==> config.mk <==
export PLATFORM = sky130hd
export DESIGN_NAME = wb_regfile
export DESIGN_NICKNAME = d
export VERILOG_FILES = /design/src/rtl/wb_regfile.sv
export SDC_FILE = /design/constraint.sdc
export NUM_CORES = 2
export LEC_CHECK = 0
export ABC_AREA = 1
export CAP_MARGIN = 20
export CORE_UTILIZATION = 35
export DETAILED_ROUTE_END_ITERATION = 16
export PLACE_DENSITY = 0.63
export SYNTH_ARGS = -nofsm -noshare
export SYNTH_HDL_FRONTEND = slang
export SYNTH_SLANG_ARGS = --single-unit
==> constraint.sdc <==
create_clock -name clk -period 2.7 [get_ports clk]
set_clock_uncertainty 0.2 [all_clocks]
set_input_delay 0.27 -clock clk [delete_from_list [all_inputs] [get_ports clk]]
set_output_delay 0.27 -clock clk [all_outputs]
set_load 0.02 [all_outputs]
==> src/rtl/wb_regfile.sv <==
// wb_regfile: write-back stage and 32-entry architectural register file.
// Selects the write-back value from the MEM/WB bundle, commits it to the
// register file, serves two combinational read ports with optional
// same-cycle write-through bypass, and counts committed writes.
module wb_regfile #(
  parameter int DATA_W = 32,
  parameter int ADDR_W = 5,
  parameter bit BYPASS = 1'b1
) (
  input  logic              clk,
  input  logic              rst,
  input  logic [0:1]        wb_control,
  input  logic [DATA_W-1:0] wb_mem_data,
  input  logic [DATA_W-1:0] wb_alu_result,
  input  logic [ADDR_W-1:0] wb_rd,
  input  logic [ADDR_W-1:0] rs_addr,
  input  logic [ADDR_W-1:0] rt_addr,
  output logic [DATA_W-1:0] rs_data,
  output logic [DATA_W-1:0] rt_data,
  output logic [DATA_W-1:0] wb_data,
  output logic              wb_we,
  output logic [31:0]       wr_count
);

  localparam int DEPTH = 1 << ADDR_W;

  // wb_control uses MSB-first indexing: [0] = RegWrite, [1] = MemToReg
  logic                reg_write_s;
  logic                mem_to_reg_s;
  logic [DATA_W-1:0]   regs_q [DEPTH];
  logic [31:0]         wr_count_q;
  logic [31:0]         wr_count_d;
  logic [DATA_W-1:0]   rs_data_s;
  logic [DATA_W-1:0]   rt_data_s;

  assign reg_write_s  = wb_control[0];
  assign mem_to_reg_s = wb_control[1];

  // Write-back value selection and effective write enable (reset drops the write)
  always_comb begin
    wb_data = wb_alu_result;
    if (mem_to_reg_s) begin
      wb_data = wb_mem_data;
    end else begin
      wb_data = wb_alu_result;
    end
    wb_we = reg_write_s & (wb_rd != {ADDR_W{1'b0}}) & ~rst;
  end

  // Commit counter next state; wraps naturally at 32 bits
  always_comb begin
    wr_count_d = wr_count_q;
    if (wb_we) begin
      wr_count_d = wr_count_q + 32'd1;
    end else begin
      wr_count_d = wr_count_q;
    end
  end

  // Register file storage: synchronous clear on reset, single write port otherwise
  always_ff @(posedge clk) begin
    if (rst) begin
      for (int i = 0; i < DEPTH; i++) begin
        regs_q[i] <= {DATA_W{1'b0}};
      end
    end else if (wb_we) begin
      regs_q[wb_rd] <= wb_data;
    end
  end

  // Committed-write counter
  always_ff @(posedge clk) begin
    if (rst) begin
      wr_count_q <= 32'd0;
    end else begin
      wr_count_q <= wr_count_d;
    end
  end

  // Read port A: zero register, then bypass on address match, then storage
  always_comb begin
    rs_data_s = {DATA_W{1'b0}};
    if (rs_addr == {ADDR_W{1'b0}}) begin
      rs_data_s = {DATA_W{1'b0}};
    end else if (BYPASS && wb_we && (rs_addr == wb_rd)) begin
      rs_data_s = wb_data;
    end else begin
      rs_data_s = regs_q[rs_addr];
    end
  end

  // Read port B: same priority as port A, evaluated independently
  always_comb begin
    rt_data_s = {DATA_W{1'b0}};
    if (rt_addr == {ADDR_W{1'b0}}) begin
      rt_data_s = {DATA_W{1'b0}};
    end else if (BYPASS && wb_we && (rt_addr == wb_rd)) begin
      rt_data_s = wb_data;
    end else begin
      rt_data_s = regs_q[rt_addr];
    end
  end

  assign rs_data  = rs_data_s;
  assign rt_data  = rt_data_s;
  assign wr_count = wr_count_q;

endmodule

Word-level counts from Yosys, hierarchy flattened
Memory sizes are Yosys's and may differ from the RTL's.
Cells that the tools add are included.
{ "totals": {"memories": 1, "ram_bits": 1024, "inputBits": 83, "out_inout_bits": 129, "ff_bits": 32} }
{ "memory_table": {"columns": ["name", "words", "word_bits", "rd", "rd_clocked_by_memory_dff", "write_ports", "line", "source"], "rows": [
  ["regs_q", 32, 32, 2, 0, 32, "30", "logic [DATA_W-1:0] regs_q [DEPTH];"]
]} }
{ "op_classes": {"addsub": 1, "reduce_logical": 6, "bitwise": 3, "n_eq_ne": 2, "n_mux": 13} }
{ "op_table": {"columns": ["op", "count"], "rows": [
  ["$mux 32", 6],
  ["$add 32x1->32 const B", 1],
  ["$reduce_or 32->1", 1],
  ["$eq 5x5->1", 2],
  ["$logic_not 5->1", 2],
  ["$mux 1", 6],
  ["$mux 5", 1],
  ["$reduce_bool 5->1", 1],
  ["$and 1x1->1", 2],
  ["$logic_and 1x1->1", 2],
  ["$not 1->1", 1]
]} }

Depth between registers and ports, before layout
{ "logic_depth": {"depth_word": 8, "ltp_mapped": 14, "ltp_nobuf": 10} }

Worst setup path before layout
No wires, ideal clock.
{ "synth_timing": {"path_kind": "in2reg", "startpoint": "input port wb_rd[3]", "endpoint": "memory regs_q[4][0] (enable)", "stages": 11, "path_slack_ns": 0.031, "path_buffers": 3, "t_arrival_ns": 2.079, "path_cell_list": "buf_2 nor3_4 nand2_2 nand2_4 nor2_4 buf_6 nand2_2 inv_4 nand2_2 buf_4 nand2_1"} }
{ "synth_lines": {"columns": ["element", "line", "source"], "rows": [
  ["start, declared", "15", "input logic [ADDR_W-1:0] wb_rd,"],
  ["end, declared", "30", null]
]} }

==> results.toml <==
[run_status]
status = "finished clean"

[sta]
rsz0062_at_grt = "yes"
period_minus_slack_ps = 2697
hold_viol = 0
finalCritPeriodShare_pct = 99.89
max_slew_margin_pct = 49.86
max_freq_ghz = 0.3708
worst_slack_ps = 2.872
setup-violations-final = 0
worst_slew_pin_slew_ps = 752.1
slew_viol_final = 0
hold_ws_ps = 62.18

[global_route]
grt_first_pass_wirelength_um = 358400
use_met1_pct = 34.90
grt_util_met3_pct = 5.611
grt_pass1_vias = 55390
gr-max-usage-layer = "met2"
grt_usage_pct = 27.39
grt_max_degree = 66
antenna_found_initial = 7
overflow = 0
globalRouteMet2Util_pct = 43.22

[final_layout]
final_util_pct = 44.95
instances_no_fill = 10530
area_growth_pct = 27.36
layout.nets = 8197
layout-drive-gt1-share_pct = 19.77

[worst_setup_path]
endpoint_kind = "primary output"
crit-reg2reg-capture = "wr_count[30]$_SDFFE_PP0P_"
required_ps = 2230
startpoint_type = "flop"
reg2regPathDepth = 10
arrival_ps = 2230
critPathMaxFanout = 2
r2r-start = "wr_count[0]$_SDFFE_PP0P_"
r2r_slack_ps = 510
worstSetupPathType = "flop to primary output"

[min_path]
holdCritStartpoint = "rst"
hold_path_depth = 6
hp-class = "input pin to flop"
min_to = "wr_count[11]$_SDFFE_PP0P_"

[placed_design]
dp_hpwl_um = 168200
port_buffers = 211
place_inst = 10350
pre_cts_slack_ps = -628.9
gp_congestion = 0.9610

[yosys]
synth_edf_count = 1024
syn_avg_cell_area_um2 = 7.788
netlist_top_cells_count = "nand2_1 (1531), nor2_1 (1282), edfxtp_1 (1024)"
yosysUniqueCellTypes = 38
synth_seq_cells = 1056
syn-cell-area_mm2 = 0.06067
synthTopCellsByArea = "edfxtp_1 (51%), nand2_1 (9.5%), nor2_1 (7.9%)"
synth_ff_type = "edfxtp_1"
synth_top_area_cell = "edfxtp_1"
synth_async_sr_flop_share_pct = 0
synth_most_common_cell = "nand2_1"
yosysWarnings = 0
synth_top_area_share_pct = 50.68
ys_seq_area_share_pct = 51.74
syn-instance-count = 7791

[power_and_ir_drop]
p_clk_share_pct = 37.1
seqPwrFrac_pct = 44.2
internal-power_mw = 30.63
p_leak_nw = 32.63
fin_total_pwr_mw = 43.39
switching_share_pct = 29.42
power.density_mw_per_mm2 = 561.5
ir_worst_vdd_uv = 529.7
combPwrFrac_pct = 18.7
switchingPower_mw = 12.76

[clocking]
ctsRootBufferMaster = "clkbuf_16"
ctsLongestPathBuffers = 3
clock-sinks = 1056
clock_latency_ps = 760
htreeDepth = 3
tritoncts = "built"
cts-buffers-inserted = 115
path_clk_slew_ps = 60

[die]
dieArea_mm2 = 0.1750
die_y_um = 418.4
die-width_um = 418.4
coreArea_mm2 = 0.1719
start_util_pct = 35.29
num_rows = 152
ios = 212

[routing]
vias = 58640
drc = 0
detail_route.wl_per_cell_um = 23.51
ant_nets = 0
drt_pre_antenna_iters = 8
viasPerCell = 5.571
first_iter_violations = 7381
drt_wl_total_um = 247500

[flow_run]
drv_cap = 0
-- final cells by class --
type	instances	area (µm²)
fill	16470	94650
antenna	7	17.52
sequential	1056	31390
timing repair buffer	834	9419
clock inverter	70	713.2
tap	2310	2890
inverter	878	3338
clock buffer	143	3024
multi-input combinational	5228	26480
-- what timing repair did --
action,in CTS,in global routing
gates cloned,1,1
hold buffers,0,0
pin swaps,106,258
gates resized for setup,707,597
endpoints found under the setup margin,65,68
setup buffers,2,1
-- sequential cells by signal, summed over array words and instances, names as in the netlist --
| name | count |
|---|---|
| regs_q | 1024 |
| wr_count | 32 |
-- logic make-up (layout without fill, tap and decap cells) --
family | Yosys count | count (layout) | synth area share, %
other | 1 | 39 | 0.006181
XOR/XNOR | 12 | 12 | 0.1732
flip-flops | 1056 | 1056 | 51.74
buffers and inverters | 1538 | 1925 | 10.29
AO/OA/AOI/OAI | 1355 | 1355 | 11.80
adder cells (fa/ha/maj) | 1 | 1 | 0.02062
AND/OR/NAND/NOR | 3828 | 3828 | 25.98
-- worst max-delay path, cell delays in order, from the launching register on --
cell	delay [ps]
edfxtp_1	410
a21oi_1	160
o21ai_0	100
nand3_1	110
nand3_2	100
nand2_4	150
nand3_2	90
buf_6	140
nand2_2	50
inv_2	30
buf_6	120
-- layout by cell type, fill, tap and decap left out, types with 144 or more instances in the layout --
cell type and n:
inv_1 769, nand2_1 1305, buf_4 417, nand2_2 162, o21ai_0 516, edfxtp_1 1024, nor2_1 1183, nand3_2 162
a21oi_1 471, o211ai_1 144, buf_12 201, nand3_1 772
-- how the worst max path moves through the flow --
| stage | from | to | depth (start not counted) |
|---|---|---|---|
| floorplan | wb_rd[3] | regs_q[4][0]$_SDFFCE_PN0P_ | 11 |
| global placement | rs_addr[0] | rs_data[10] | 14 |
| detailed placement | rs_addr[0] | rs_data[10] | 14 |
| CTS | regs_q[6][21]$_SDFFCE_PN0P_ | rt_data[21] | 11 |
| global route | regs_q[20][0]$_SDFFCE_PN0P_ | rs_data[0] | 10 |
| finish | regs_q[19][16]$_SDFFCE_PN0P_ | rs_data[16] | 10 |
-- metal layers --
| layer | wire length, µm | up-vias |
|---|---|---|
| met5 | 37 | - |
| met4 | 15750 | 4 |
| met3 | 25790 | 661 |
| met2 | 112100 | 3466 |
| met1 | 93770 | 28250 |
| li1 | - | 26260 |
-- power by group through the flow --
stage	logic, mW	clock network (mW)	registers (mW)
3_3_place_gp	7.28	0	19.5
4_1_cts	7.59	16.2	19.2
2_1_floorplan	3.65	0	19.4
3_5_place_dp	7.34	0	19.5
5_1_grt	8.56	16.8	19.3
6_report	8.11	16.1	19.2
-- stage by stage --
| step | cell area (µm²) | setup TNS, ps |
|---|---|---|
| after floorplan | 60790 | 0 |
| after global placement | 70840 | -215300 |
| after detailed placement | 70840 | -256180 |
| after CTS | 75700 | -179.2 |
| after global routing | 77260 | -694.1 |
| final | 77270 | 0 |
Power figures use the tool's default switching activity.
